$ cat config.mk
export PLATFORM = sky130hd
export DESIGN_NAME = accum_ctrl
export DESIGN_NICKNAME = d
export VERILOG_FILES = /design/src/rtl/accum_ctrl.sv
export SDC_FILE = /design/constraint.sdc
export NUM_CORES = 1
export LEC_CHECK = 0
export ABC_AREA = 1
export BUFFER_PORTS_ARGS = -buffer_cell sky130_fd_sc_hd__buf_2
export CAP_MARGIN = 5
export CORE_MARGIN = 2
export CORE_UTILIZATION = 44
export DETAILED_ROUTE_END_ITERATION = 8
export PLACE_DENSITY_LB_ADDON = 0.12
export SYNTH_ARGS = -nofsm -noshare
export SYNTH_HDL_FRONTEND = slang
export SYNTH_SLANG_ARGS = --single-unit
export TNS_END_PERCENT = 100
$ cat constraint.sdc
create_clock -name clk -period 2.25 [get_ports clk]
set_input_delay 0.45 -clock clk [delete_from_list [all_inputs] [get_ports clk]]
set_output_delay 0.45 -clock clk [all_outputs]
set_load 0.1 [all_outputs]
$ cat src/rtl/accum_ctrl.sv
// rtl/accum_ctrl.sv - handshake-driven accumulator sequencer around an external 8-bit adder.
// Optional ACCUM_SAT_EN clamps the accumulator on signed overflow instead of wrapping.
module accum_ctrl #(
  parameter int CNT_W = 4
) (
  input  logic             clk,
  input  logic             rst,
  input  logic             in_valid,
  output logic             in_ready,
  input  logic [7:0]       in_data,
  input  logic             in_op,
  input  logic             in_last,
  output logic [7:0]       add_a,
  output logic [7:0]       add_b,
  output logic             add_mode,
  input  logic [7:0]       add_sum,
  input  logic             add_carry,
  input  logic             add_ovf,
  output logic             out_valid,
  input  logic             out_ready,
  output logic [7:0]       out_acc,
  output logic             out_carry,
  output logic             out_ovf,
  output logic [CNT_W-1:0] out_count
);

  typedef enum logic [1:0] {
    IDLE = 2'd0,
    EXEC = 2'd1,
    DONE = 2'd2
  } state_t;

  state_t           state_q, state_d;
  logic [7:0]       acc_q, acc_d;
  logic [7:0]       opnd_q, opnd_d;
  logic             mode_q, mode_d;
  logic             last_q, last_d;
  logic             carry_q, carry_d;
  logic             ovf_q, ovf_d;
  logic [CNT_W-1:0] count_q, count_d;

  always_ff @(posedge clk) begin
    if (rst) begin
      state_q <= IDLE;
      acc_q   <= 8'h00;
      opnd_q  <= 8'h00;
      mode_q  <= 1'b0;
      last_q  <= 1'b0;
      carry_q <= 1'b0;
      ovf_q   <= 1'b0;
      count_q <= '0;
    end else begin
      state_q <= state_d;
      acc_q   <= acc_d;
      opnd_q  <= opnd_d;
      mode_q  <= mode_d;
      last_q  <= last_d;
      carry_q <= carry_d;
      ovf_q   <= ovf_d;
      count_q <= count_d;
    end
  end

  always_comb begin
    state_d = state_q;
    acc_d   = acc_q;
    opnd_d  = opnd_q;
    mode_d  = mode_q;
    last_d  = last_q;
    carry_d = carry_q;
    ovf_d   = ovf_q;
    count_d = count_q;
    case (state_q)
      IDLE: begin
        if (in_valid) begin
          opnd_d  = in_data;
          mode_d  = in_op;
          last_d  = in_last;
          state_d = EXEC;
        end
      end
      EXEC: begin
`ifdef ACCUM_SAT_EN
        // Clamp toward the sign of the pre-operation accumulator.
        if (add_ovf) begin
          acc_d = acc_q[7] ? 8'h80 : 8'h7F;
        end else begin
          acc_d = add_sum;
        end
`else
        acc_d = add_sum;
`endif
        carry_d = add_carry;
        ovf_d   = ovf_q | add_ovf;
        count_d = (count_q == {CNT_W{1'b1}}) ? count_q : count_q + CNT_W'(1);
        state_d = last_q ? DONE : IDLE;
      end
      DONE: begin
        if (out_ready) begin
          acc_d   = 8'h00;
          carry_d = 1'b0;
          ovf_d   = 1'b0;
          count_d = '0;
          state_d = IDLE;
        end
      end
      default: state_d = IDLE;
    endcase
  end

  assign in_ready  = (state_q == IDLE) && !rst;
  assign out_valid = (state_q == DONE);
  assign add_a     = acc_q;
  assign add_b     = opnd_q;
  assign add_mode  = mode_q;
  assign out_acc   = acc_q;
  assign out_carry = carry_q;
  assign out_ovf   = ovf_q;
  assign out_count = count_q;

endmodule

After elaboration in Yosys (flattened, before gate mapping)
Cells that the tools add are included.

Register bits after elaboration: 26. Input bits: 24. Word-level logic and storage cells: 36.

Add/sub/neg operators: 1. Equal/unequal tests: 6. Mux-type cells: 12. Bitwise operators: 1. Reduce and logical (&&, ||, !) cells: 8.

Operator list (number): 8-bit one-hot mux with 2 select lines (1); 4-bit two-way mux (2); 8-bit two-way mux (1); 4-bit one-hot mux with 2 select lines (1); 2-bit two-way mux (3); 2-bit one-hot mux with 3 select lines (1); 2-bit AND reduction (3); 4-bit by 1-bit adder with 4-bit output, second input constant (1); 4-bit == test, second input constant (1); 2-bit inequality test, second input constant (2); 1-bit one-hot mux with 2 select lines (2); 3-bit AND reduction (1); 2-bit by 1-bit == test with 1-bit output, second input constant (1); 2-bit == test, second input constant (1); 2-bit zero test (1); 2-bit by 1-bit inequality test with 1-bit output, second input constant (1); 2-bit nonzero test (1); 1-bit logical AND (1); 1-bit zero test (1); 1-bit two-way mux (1); 1-bit bitwise OR (1).

Logic depth before layout (Yosys ltp)
Gate-level depths: netlist (run 1).

Depth in word-level cells: 3. Gate-level depth with buffers: 7. Mapped depth without buffers: 7.

Worst setup path before layout (run 1)
Ideal clock, no wire load.

Kind: input to output. From: in rst. To: out in_ready. Arrival time: 1.878 ns. Path slack: -0.078 ns. Stages: 2. Buffers on the path: 1. Cells stage by stage: buf_2 > nor2_1.

Cells in the longest elaborated chain, start to end: 2.

RTL lines: start, declared (line 7) `input logic rst,`; 1-bit zero test (line 111) `assign in_ready = (state_q == IDLE) && !rst;`; 1-bit logical AND (line 111); end, declared (line 9) `output logic in_ready,`.

Every way passes these cells.

Worst setup path after layout (run 1)
From: reg state_q[1]. To: out out_valid.

Cells in the longest elaborated chain, start to end: 1.

RTL lines: start, declared (line 33) `state_t state_q, state_d;`; start signal, assigned (line 53) `state_q <= state_d;`; 2-bit == test (line 112) `assign out_valid = (state_q == DONE);`; end, declared (line 19) `output logic out_valid,`.

Every way passes these cells.

==> flow_summary.toml, run 1 <==
[status]
outcome = "finished clean"

[detailed_routing]
drt_iter0_markers = 11
totalWireLength_mm = 2.17
drc = 0
drtAntennaViolNets = 0
routedWlPerCell_um = 9.66
wl_met1_um = 968
wl_met3_um = 164
vias_per_cell = 4.62
vias = 1039
dr_wl_met2_mm = 1.01
highest-signal-layer = "met4"
drtPass1Iterations = 4

[worst_setup_path]
cp.depth = 3
arrival_ps = 1360
critPathSlowestCell = "buf_2"
slowest_delay_ps = 450
path_cells = "inv_2, nor2_1, buf_2"
crit_family = "buffers and inverters"
critPathBufInv = 2
worstPathMaxFanout = 5
cp-start-kind = "flop"
worstSetupEndpointType = "output pin"
path_class = "flop to output pin"
cp.required_ps = 1800
rr_worst_depth = 7

[clocking]
cts_inserted_buffers = 3
cts-htree-levels = 1
cts_setup_buffers = 0
cts_repair_resize_count = 0
clk_pin_slew_ps = 140
cts_root_buf = "clkbuf_4"
clock_sinks = 26
cts_buffer_depth = 2
clk-insertion-delay-late_ps = 320
ctsHoldBuffers = 0
cts_tree = "done"

[floorplanning]
initial_core_util_pct = 45.5
rows = 18
dieHeight_um = 54.1
die_area_um2 = 2930
core_um2 = 2430
ios = 57
die_w_um = 54.1

[layout]
syn_to_final_growth_pct = 24.2
drive_gt1_share_pct = 40.5
layout_commonest_cell = "buf_2"
diodes = 0
final_cell_mix = "56 x buf_2, 29 x nand2_1, 26 x nor2_1, 26 x dfxtp_1, 13 x a21oi_1"
fin_nets = 221
final_area_um2 = 1370

[timing]
skew_ps = 1.26
rsz0062_at_grt = "false"
tns_ps = 0
max_freq_mhz = 554
setup-violations-final = 0
drv_slew = 0
relSlewSlack_pct = 67.6
period_needed_ps = 1810
tightest_slew_ps = 489
fin_crit_sh_pct = 80.3
hold_viol_final = 0

[synth]
synth_fp_nets = 172
synth-edff-count = 0
syn_avg_cell_area_um2 = 7.52
seq_area_frac_synth_pct = 47.1
netlist_area_um2 = 1110
synth_cell_types = 19
synth-seq-cells = 26
ys_warn_count = 0
synth_ff_type = "dfxtp_1"
synthArstFlopShare_pct = 0
netlist_instances = 147

[placement]
port_buffers = 56
place_area_um2 = 1340
gp_congestion = 0.790
hpwl_mm = 1.64

[power]
leakage_nw = 0.694
p_sw_w = 0.000450
swShare_pct = 41.1
power_frac_seq_pct = 45.9
combPwrFrac_pct = 32.7
power.density_nw_per_um2 = 797
vdd_drop_max_v = 0.000511
clock_power_share_pct = 21.4
p_int_w = 0.000645

[grt]
grtUsageTotal_pct = 15.8
grt_pass1_vias = 866
grt_pass1_wl_mm = 3.35
grt_max_degree = 16
gr-total-overflow = 0
antenna_found_initial = 0

[hold_path]
min_path_cells = 3
min_path_type = "input pin to flop"

[job]
maxCapViolCount = 0
## layer usage
layer / global-route usage (%) / vias to the layer above
met5: 0 / -
met4: 7.50 / 0
met3: 3.33 / 4
met2: 27.5 / 39
met1: 18.2 / 440
li1: - / 556
## power groups by stage
stage | clock [W] | sequential, W | combinational [W]
2_1_floorplan | 0 | 0.000684 | 0.000139
3_3_place_gp | 0 | 0.000512 | 0.000358
3_5_place_dp | 0 | 0.000513 | 0.000360
4_1_cts | 0.000243 | 0.000503 | 0.000361
5_1_grt | 0.000265 | 0.000507 | 0.000377
6_report | 0.000235 | 0.000502 | 0.000358
## kinds of logic after synthesis
logic type | count (synthesis) | share of synthesized area [%]
AO/OA/AOI/OAI | 25 | 11.7
AND/OR/NAND/NOR | 72 | 28.3
buffers and inverters | 23 | 11.9
adder cells (fa/ha/maj) | 1 | 1.13
flip-flops | 26 | 47.1
## cells in the mapped netlist, types with 2 or more instances
library cell / instances / area share [%]
a21oi_1: 13 / 5.9
buf_4: 9 / 6.1
dfxtp_1: 26 / 47
inv_1: 5 / 1.7
inv_2: 5 / 1.7
nand2_1: 29 / 9.8
nand2_2: 9 / 5.1
nand3_1: 4 / 1.8
nand3_2: 2 / 1.8
nor2_1: 27 / 9.2
o21ai_0: 2 / 0.91
o21ai_1: 9 / 4.1
## worst register-to-register path, stage by stage (launching register included)
cell,delay [ps]
dfxtp_1,440
ha_1,240
inv_1,50
nor2_1,90
nand2_1,80
nand2_1,100
nand2_1,60
a21oi_1,110
## flip-flops by register name, indices dropped and copies added, names as in the netlist
register   count
add_a          8
add_b          8
out_count      4
state_q        2
add_mode       1
last_q         1
out_carry      1
out_ovf        1
## stage by stage
step	setup slack [ps]	cells	hold WS (ps)	total power, W	util (%)
2_1_floorplan	114	147	433	0.000822	-
3_3_place_gp	599	221	432	0.000870	55.0
3_5_place_dp	594	221	439	0.000873	55.0
4_1_cts	425	225	346	0.00111	56.5
5_1_grt	367	225	340	0.00115	56.5
6_report	444	225	353	0.00110	56.5
## final timing paths
| kind | endpoint | slack [ps] | from |
|---|---|---|---|
| max reg2reg | out_count[1]$_SDFFE_PP0P_ | 1020 | out_count[0]$_SDFFE_PP0P_ |
| min reg2reg | out_ovf$_SDFFE_PP0P_ | 460 | out_ovf$_SDFFE_PP0P_ |
| min | add_mode$_SDFFE_PP0P_ | 350 | in_op |
| max | out_valid | 440 | state_q[1]$_SDFFE_PP0P_ |
## final cells by class
cell class              count  area, um2
fillers                   263       1060
flip-flops and latches     26        520
multi-input cells          98        457
repair buffers             56        280
inverters                  11       42.5
well taps                  30       37.5
clock buffers               4       36.3
Power figures use the tool's default switching activity.
==> run 2, diff against run 1 <==
--- a/config.mk
+++ b/config.mk
@@ -5,7 +5,7 @@
 export SDC_FILE = /design/constraint.sdc
 export NUM_CORES = 1
 export LEC_CHECK = 0
-export ABC_AREA = 1
+export ABC_AREA = 0
 export BUFFER_PORTS_ARGS = -buffer_cell sky130_fd_sc_hd__buf_2
 export CAP_MARGIN = 5
 export CORE_MARGIN = 2
==> constraint.sdc (replaced) <==
create_clock -name clk -period 1.9 [get_ports clk]
set_input_delay 0.38 -clock clk [delete_from_list [all_inputs] [get_ports clk]]
set_output_delay 0.38 -clock clk [all_outputs]
set_load 0.1 [all_outputs]
==> flow_summary.toml, run 2 <==
[timing]
max_freq_mhz = 585
tightest_slew_ps = 492
period_needed_ps = 1710
relSlewSlack_pct = 67.4
setup_slack_ps = 189
setup-violations-final = 0
skew_ps = 6.89
fin_crit_sh_pct = 90.0
tns_ps = 0
hold_viol_final = 0
drv_slew = 0
rsz0062_at_grt = "false"

[synth]
post-synth-top-area-cell = "dfxtp_1"
ys_top_cells_by_area = "dfxtp_1 44%, a2111oi_2 10%, mux2i_1 9.3%"
synth_fp_nets = 152
synthMostInstantiatedCell = "nor2_1"
synthArstFlopShare_pct = 0
syn_avg_cell_area_um2 = 9.32
ys_warn_count = 0
synth.area.mux_share_pct = 9.30
synth-compound-area-share_pct = 16.0
synth_ff_type = "dfxtp_1"
synth-seq-cells = 26
synth_cell_types = 26
synth-edff-count = 0
netlist_area_um2 = 1180
seq_area_frac_synth_pct = 44.0
synth_xor_area_share_pct = 0
netlist_instances = 127
synth_common_cells = "28 x nor2_1, 26 x dfxtp_1, 11 x mux2i_1, 10 x buf_4, 10 x nand2_1"
synth_top_family_by_area = "simple AND/OR/NAND/NOR gates"
synth_top_area_share_pct = 44.0
synthSimpleGateAreaFrac_pct = 20.5
synthAdderAreaFrac_pct = 1.06

[layout]
final_cell_mix = "54 x buf_2, 28 x nor2_1, 26 x dfxtp_1"
fin_cells = 206
diodes = 0
nFillCells = 229
multi_input_area_um2 = 573
layout_commonest_cell = "buf_2"
syn_to_final_growth_pct = 28.1
drive_gt1_share_pct = 44.9
regArea_um2 = 520
fin_nets = 203

[floorplanning]
ios = 57
rows = 18
die_w_um = 55.9
die_area_um2 = 3120
initial_core_util_pct = 46.9
core_um2 = 2520
dieHeight_um = 55.9

[grt]
grt_max_degree = 20
grt.met2_usage_pct = 27.7
use_met1_pct = 21.0
grt_pass1_wl_mm = 4.28
gr-usage-met3_pct = 6.28
grtUsageTotal_pct = 17.0
gr-total-overflow = 0
top_usage_layer = "met2"
grt_pass1_vias = 941
antenna_found_initial = 0

[worst_setup_path]
cp-start-kind = "flop"
worstSetupEndpointType = "output pin"
arrival_ps = 1330
path_class = "flop to output pin"
worstPathMaxFanout = 9
cp.required_ps = 1520

[clocking]
cts_buffer_depth = 2
ctsHoldBuffers = 0
cts_tree = "done"
clk-insertion-delay-late_ps = 310
cts_inserted_buffers = 3
cts_setup_buffers = 0
cts_repair_resize_count = 0
clk_pin_slew_ps = 130
clock_sinks = 26
cts_root_buf = "clkbuf_4"
cts-htree-levels = 1

[placement]
dpl.cell_count = 203
port_buffers = 56
hpwl_mm = 1.92
gp_congestion = 0.705
post-place-ws_ps = 457

[detailed_routing]
vias_per_cell = 5.17
drtAntennaViolNets = 0
drc = 0
vias = 1066
drt_iter0_markers = 21
drtPass1Iterations = 4
routedWlPerCell_um = 12.5
totalWireLength_mm = 2.57

[job]
maxCapViolCount = 0

[power]
leakage_nw = 0.719
vdd_drop_max_v = 0.000552
power.density_nw_per_um2 = 879

[status]
outcome = "finished clean"

[hold_path]
min_path_type = "input pin to flop"
-- run 2: cell types whose count changed in the layout (fill, tap and decap cells not counted), sizes merged, moves of 4 or more --
| cell | previous run | this run |
|---|---|---|
| inv | 10 | 2 |
| buf | 56 | 62 |
| o21ai | 11 | 0 |
| a21oi | 14 | 2 |
| nand3 | 6 | 1 |
| mux2i | 0 | 11 |
| nand2 | 38 | 10 |
| nor2b | 0 | 4 |
| a2111oi | 0 | 9 |
-- run 2: critical path, cell delays in order (launching register included) --
cell	delay, ps
dfxtp_1	420
buf_4	200
nor3_4	210
buf_12	200
-- run 2: routing by layer --
metal  wire length, um  part of all wire, %
met5                 0                    0
met4                24                 0.93
met3               205                  8.0
met2              1240                   48
met1              1090                   43
-- run 2: area by class of cell --
class	instances	share of cell area, %
inverter	2	0.495
multi-input combinational	83	37.8
tap	30	2.48
timing repair buffer	62	23.4
clock buffer	3	1.49
sequential	26	34.3
-- run 2: logic make-up (layout without fill, tap and decap cells) --
kind of cell | count (synthesis) | after routing
simple gates | 54 | 54
flops | 26 | 26
buf+inv | 18 | 67
compound gates | 17 | 17
mux | 11 | 11
fa+ha+maj | 1 | 1
-- run 2: final timing paths --
path / from / to / slack, ps / cells past startpoint
worst max-delay path: state_q[1]$_SDFFE_PP0P_ / in_ready / 190 / 3
worst min-delay path: in_data[3] / add_b[3]$_SDFFE_PP0P_ / 290 / 3
worst max register to register: state_q[1]$_SDFFE_PP0P_ / add_a[6]$_SDFFE_PP0P_ / 460 / 4
worst min register to register: add_b[6]$_SDFFE_PP0P_ / add_b[6]$_SDFFE_PP0P_ / 510 / 2
-- run 2: power by group --
group	internal, W	switching, W	total (W)	leakage, nW
Clock	0.0000741	0.000147	0.000221	0.0138
Sequential	0.000578	0.0000248	0.000603	0.213
Combinational	0.000104	0.000404	0.000509	0.492
Total	0.000757	0.000576	0.00133	0.719
-- run 2: metrics by stage --
stage                     util, %  hold WS, ps  power (W)  cell area (um2)
after floorplan                 -          461    0.00105             1200
after global placement       59.2          472    0.00112             1490
after detailed placement     59.2          480    0.00113             1490
after CTS                    60.1          279    0.00135             1520
after global routing         60.1          273    0.00140             1520
final                        60.1          291    0.00133             1520
